**config.mk**
```make
export PLATFORM = sky130hd
export DESIGN_NAME = scan_select_sequencer_flat
export DESIGN_NICKNAME = d
export VERILOG_FILES = /design/src/rtl/scan_select_sequencer_pkg.sv /design/src/rtl/scan_select_sequencer_if.sv /design/src/rtl/scan_select_sequencer_finder.sv /design/src/rtl/scan_select_sequencer.sv /design/src/flat_wrapper.sv
export SDC_FILE = /design/constraint.sdc
export NUM_CORES = 1
export LEC_CHECK = 0
export ABC_AREA = 0
export BUFFER_PORTS_ARGS = -buffer_cell sky130_fd_sc_hd__buf_2
export CAP_MARGIN = 0
export CORE_UTILIZATION = 42
export CTS_CLUSTER_SIZE = 40
export DETAILED_ROUTE_END_ITERATION = 12
export GPL_ROUTABILITY_DRIVEN = 1
export SLEW_MARGIN = 20
export SYNTH_ARGS = -nofsm -noshare
export SYNTH_HDL_FRONTEND = slang
export SYNTH_SLANG_ARGS = --single-unit
```
**constraint.sdc**
```tcl
create_clock -name clk -period 6 [get_ports clk]
set_input_delay 0.9 -clock clk [delete_from_list [all_inputs] [get_ports clk]]
set_output_delay 0.9 -clock clk [all_outputs]
set_load 0.1 [all_outputs]
```
**src/rtl/scan_select_sequencer_pkg.sv**
```systemverilog
// Shared constants and state encoding for the scan select sequencer.
package scan_pkg;

    localparam int NUM_CH = 8;
    localparam int SEL_W  = 3;

    typedef enum logic {
        S_IDLE,
        S_SCAN
    } scan_state_t;

endpackage

```
**src/rtl/scan_select_sequencer_if.sv**
```systemverilog
// Control/status bundle between a scan controller and the sequencer.
interface scan_select_sequencer_if #(
    parameter int DWELL_W = 8
);
    import scan_pkg::*;

    logic               start;
    logic               stop;
    logic               continuous;
    logic [NUM_CH-1:0]  chan_mask;
    logic [DWELL_W-1:0] dwell;
    logic [SEL_W-1:0]   sel;
    logic               sel_valid;
    logic               busy;
    logic               frame_done;
    logic               start_err;

    modport master (
        output start, stop, continuous, chan_mask, dwell,
        input  sel, sel_valid, busy, frame_done, start_err
    );

    modport slave (
        input  start, stop, continuous, chan_mask, dwell,
        output sel, sel_valid, busy, frame_done, start_err
    );

endinterface

```
**src/rtl/scan_select_sequencer_finder.sv**
```systemverilog
// Combinational search for the first and the next enabled channel in a mask.
module next_chan_finder
    import scan_pkg::*;
(
    input  logic [NUM_CH-1:0] mask,
    input  logic [SEL_W-1:0]  cur,
    output logic              found,
    output logic [SEL_W-1:0]  next,
    output logic [SEL_W-1:0]  first
);

    // Descending walk so the lowest matching index is written last.
    always_comb begin
        found = 1'b0;
        next  = '0;
        first = '0;
        for (int i = NUM_CH - 1; i >= 0; i--) begin
            if (mask[i]) begin
                first = SEL_W'(i);
                if (SEL_W'(i) > cur) begin
                    found = 1'b1;
                    next  = SEL_W'(i);
                end
            end
        end
    end

endmodule

```
**src/rtl/scan_select_sequencer.sv**
```systemverilog
// Steps the decoder select through enabled channels, holding each for a dwell time.
module scan_select_sequencer
    import scan_pkg::*;
#(
    parameter int DWELL_W = 8
) (
    input  logic                    clk,
    input  logic                    rst_n,
    scan_select_sequencer_if.slave  bus
);

    scan_state_t        r_state;
    logic [NUM_CH-1:0]  r_mask;
    logic [DWELL_W-1:0] r_dwell_ld;
    logic [DWELL_W-1:0] r_cnt;
    logic               r_cont;
    logic [SEL_W-1:0]   r_sel;
    logic               r_valid;
    logic               r_busy;
    logic               r_fd;
    logic               r_err;

    logic [NUM_CH-1:0]  w_mask;
    logic [DWELL_W-1:0] w_dwell_ld;
    logic               w_found;
    logic [SEL_W-1:0]   w_next;
    logic [SEL_W-1:0]   w_first;

    // In IDLE the finder looks at the live mask to pick the start channel.
    assign w_mask     = (r_state == S_IDLE) ? bus.chan_mask : r_mask;
    assign w_dwell_ld = (bus.dwell == '0) ? '0 : bus.dwell - 1'b1;

    next_chan_finder u_finder (
        .mask  (w_mask),
        .cur   (r_sel),
        .found (w_found),
        .next  (w_next),
        .first (w_first)
    );

    always_ff @(posedge clk or negedge rst_n) begin
        if (!rst_n) begin
            r_state    <= S_IDLE;
            r_mask     <= '0;
            r_dwell_ld <= '0;
            r_cnt      <= '0;
            r_cont     <= 1'b0;
            r_sel      <= '0;
            r_valid    <= 1'b0;
            r_busy     <= 1'b0;
            r_fd       <= 1'b0;
            r_err      <= 1'b0;
        end else begin
            r_fd  <= 1'b0;
            r_err <= 1'b0;
            unique case (r_state)
                S_IDLE: begin
                    if (bus.start && !bus.stop) begin
                        if (bus.chan_mask != '0) begin
                            r_mask     <= bus.chan_mask;
                            r_dwell_ld <= w_dwell_ld;
                            r_cnt      <= w_dwell_ld;
                            r_cont     <= bus.continuous;
                            r_sel      <= w_first;
                            r_valid    <= 1'b1;
                            r_busy     <= 1'b1;
                            r_state    <= S_SCAN;
                        end else begin
                            r_err <= 1'b1;
                        end
                    end
                end
                S_SCAN: begin
                    if (bus.stop) begin
                        r_sel   <= '0;
                        r_valid <= 1'b0;
                        r_busy  <= 1'b0;
                        r_state <= S_IDLE;
                    end else if (r_cnt != '0) begin
                        r_cnt <= r_cnt - 1'b1;
                    end else if (w_found) begin
                        r_sel <= w_next;
                        r_cnt <= r_dwell_ld;
                    end else if (r_cont) begin
                        r_sel <= w_first;
                        r_cnt <= r_dwell_ld;
                        r_fd  <= 1'b1;
                    end else begin
                        r_fd    <= 1'b1;
                        r_sel   <= '0;
                        r_valid <= 1'b0;
                        r_busy  <= 1'b0;
                        r_state <= S_IDLE;
                    end
                end
                default: r_state <= S_IDLE;
            endcase
        end
    end

    assign bus.sel        = r_sel;
    assign bus.sel_valid  = r_valid;
    assign bus.busy       = r_busy;
    assign bus.frame_done = r_fd;
    assign bus.start_err  = r_err;

endmodule
```
**src/flat_wrapper.sv**
```systemverilog
// flat-port wrapper written by rule: the top's interface ports become plain ports
module scan_select_sequencer_flat import scan_pkg::*;
#(
    parameter int DWELL_W = 8
)
  (clk, rst_n, bus_start, bus_stop, bus_continuous, bus_chan_mask, bus_dwell, bus_sel, bus_sel_valid, bus_busy, bus_frame_done, bus_start_err);
  scan_select_sequencer_if #(.DWELL_W(DWELL_W)) bus_i ();
  input  logic clk;
  input  logic rst_n;
  input wire logic [$bits(bus_i.start)-1:0] bus_start;
  input wire logic [$bits(bus_i.stop)-1:0] bus_stop;
  input wire logic [$bits(bus_i.continuous)-1:0] bus_continuous;
  input wire logic [$bits(bus_i.chan_mask)-1:0] bus_chan_mask;
  input wire logic [$bits(bus_i.dwell)-1:0] bus_dwell;
  output wire logic [$bits(bus_i.sel)-1:0] bus_sel;
  output wire logic [$bits(bus_i.sel_valid)-1:0] bus_sel_valid;
  output wire logic [$bits(bus_i.busy)-1:0] bus_busy;
  output wire logic [$bits(bus_i.frame_done)-1:0] bus_frame_done;
  output wire logic [$bits(bus_i.start_err)-1:0] bus_start_err;
  assign bus_i.start = bus_start;
  assign bus_i.stop = bus_stop;
  assign bus_i.continuous = bus_continuous;
  assign bus_i.chan_mask = bus_chan_mask;
  assign bus_i.dwell = bus_dwell;
  assign bus_sel = bus_i.sel;
  assign bus_sel_valid = bus_i.sel_valid;
  assign bus_busy = bus_i.busy;
  assign bus_frame_done = bus_i.frame_done;
  assign bus_start_err = bus_i.start_err;
  scan_select_sequencer #(.DWELL_W(DWELL_W)) u_core (.clk(clk), .rst_n(rst_n), .bus(bus_i));
endmodule
```
==> impl_metrics.yaml <==
worst_setup_path:
  crit_required_ns: 6.17
  end_kind: "flip-flop"
  path_max_fanout: 11
  cp.arrival_ns: 3.23
  critPathKind: "in2reg"
  cp-start-kind: "input pin"
finish:
  layout-drive-gt1-share_pct: 19.7
  final_common_cell: "nand2_1"
  final_cell_mix: "41 x nand2_1, 32 x dfrtp_1, 27 x buf_2, 21 x o21ai_0"
  fin_nets: 302
  diodes: 0
  syn_to_final_growth_pct: 12.6
global_routing:
  grt_usage_pct: 21.0
  grt_pass1_vias: 1730
  overflow: 0
  grt_pass1_wl_um: 8590
  grt_start_max_net_pins: 37
  antenna_found_initial: 0
die:
  initial_core_util_pct: 44.6
  fp.dieW_um: 73.8
  core-area_sq_mm: 0.00485
  io_pins: 28
  num_rows: 25
  die_area_sq_mm: 0.00544
  die_y_um: 73.8
clock_tree:
  clock_path_buffers: 2
  cts.repair.resized: 0
  clk_latency_ns: 0.29
  h-tree-depth: 2
  cts_tree: "yes"
  clk_pin_slew_ns: 0.07
  cts_made_buffers: 5
  clock-sinks: 32
  postCtsSetupRepairBufs: 0
  holdBufCountCts: 0
  cts_root_buffer: "clkbuf_8"
pwr:
  pwr_density_cell_mw_per_mm2: 327
  seq_power_share_pct: 40.0
  netSwitchingFraction_pct: 40.5
  p_leak_nw: 1.09
  p_switching_mw: 0.323
  peakVddDrop_v: 0.000133
  power_mw: 0.795
  clockPowerShare_pct: 22.1
  pwr-share-comb_pct: 37.9
  p_int_mw: 0.473
outcome:
  status: "completed"
detailed_routing:
  drt-initial-drc-count: 192
  wl_um: 4940
  post_drt_wl_per_cell_um: 14.3
  ant_nets: 0
  drc: 0
  viasPerCell: 5.53
  dr.pass1.iters: 4
  routed-via-count: 1914
timing:
  fmax_ghz: 0.327
  maxSlewViolCount: 0
  worstMarginPinSlew_ns: 0.925
  period_share_pct: 50.9
  fin_setup_tns_ns: 0
  rsz0062_at_grt: "no"
  finClkSkew_ns: 0.00659
  min_period_ns: 3.05
  hold_viol_final: 0
  setup_viol: 0
  slew_headroom_pct: 38.2
logic_synthesis:
  syn_avg_cell_area_sq_um: 8.48
  synth_ff_type: "dfrtp_1"
  ys_types: 47
  synth_cells: 255
  ys_ff_latch: 32
  syn-cell-area_sq_mm: 0.00216
  syn_nets: 279
  yosysTopAreaCell: "dfrtp_1"
  seq_area_frac_synth_pct: 37.0
  async_flop_share_pct: 100
  synth_edf_count: 0
  synth_area_leaders: "dfrtp_1 37%, nand2_1 7.1%, o21ai_0 4.9%"
  synth.top_cell.area_share_pct: 37.0
  ys_warn_count: 0
place:
  place_hpwl_um: 3570
  gp_congestion: 0.872
  numPortBuffers: 27
worst_hold_path:
  hold_path.class: "reg2reg"
run:
  cap_violations: 0
-- metrics by stage --
| step | instance area [sq um] | util [%] | hold slack (ns) | std cells | setup slack (ns) |
|---|---|---|---|---|---|
| 2_1_floorplan | 2160 | - | 0.442 | 255 | 2.84 |
| 5_1_grt | 2440 | 50.2 | 0.513 | 346 | 2.85 |
| 6_report | 2440 | 50.2 | 0.480 | 346 | 2.95 |
| 4_1_cts | 2440 | 50.2 | 0.485 | 346 | 2.94 |
| 3_3_place_gp | 2340 | 48.3 | 0.461 | 338 | 2.69 |
| 3_5_place_dp | 2340 | 48.3 | 0.469 | 338 | 2.63 |
-- power by group through the flow --
stage	clock network, mW	logic [mW]	registers [mW]
final	0.176	0.301	0.318
after global routing	0.189	0.337	0.327
after CTS	0.180	0.302	0.316
after detailed placement	0	0.300	0.319
after global placement	0	0.297	0.320
after floorplan	0	0.212	0.341
-- area by class of cell --
class / count / area, sq um
clock buffer: 6 / 82.6
clock inverter: 2 / 10.0
fill: 453 / 2410
inverter: 13 / 51.3
multi-input combinational: 196 / 1250
sequential: 32 / 801
tap: 67 / 83.8
timing repair buffer: 30 / 158
-- flip-flops by register name, indices dropped and copies added (netlist names) --
| register | count |
|---|---|
| u_core.bus.sel | 3 |
| u_core.r_mask | 8 |
| u_core.bus.frame_done | 1 |
| u_core.r_cont | 1 |
| u_core.bus.start_err | 1 |
| u_core.r_state | 1 |
| u_core.r_cnt | 8 |
| u_core.bus.sel_valid | 1 |
| u_core.r_dwell_ld | 8 |
-- path summary, 6_finish.rpt --
check,startpoint,to,slack (ns),cells after the start
setup reg to reg,u_core.r_state,u_core.r_cnt[7],3.03,7
min in group asynchronous,rst_n,u_core.r_mask[7],0.65,1
hold reg to reg,u_core.r_dwell_ld[0],u_core.r_dwell_ld[0],0.48,1
max in group asynchronous,rst_n,u_core.r_mask[4],4.87,1
hold / removal,u_core.r_dwell_ld[0],u_core.r_dwell_ld[0],0.48,1
setup / recovery,bus_chan_mask[2],u_core.r_cnt[7],2.95,7
-- metal layers --
metal  vias up  global-route usage (%)  routed length (um)
met3         6                    3.43                 183
met1       900                    33.3                2730
met5         -                       0                   0
met2        47                    28.0                1950
li1        961                       -                   -
met4         0                    7.26                  70
-- kinds of logic after synthesis --
family | count (synthesis) | synth area share, %
fa+ha+maj | 3 | 1.74
flops | 32 | 37.0
xor+xnor | 5 | 2.02
compound gates | 77 | 24.5
buf+inv | 27 | 5.44
mux | 13 | 7.23
simple gates | 98 | 22.1
-- cells in the mapped netlist (all sizes together), types with 4 or more instances --
cell type   n
buf         4
nand2b      8
xnor2       5
dfrtp      32
o21ai      21
mux2i       7
a211oi      4
or2         6
or4         5
nand2      41
nor2       16
clkbuf     10
mux2        6
a21oi      16
inv        13
nor3        9
-- critical path: stages --
cell,delay (ns)
buf_2,0.12
or4_1,0.55
or2_2,0.32
o21a_1,0.36
o41ai_4,0.56
inv_4,0.11
mux2_4,0.31
Note: power is estimated with default switching activity, not from simulation.
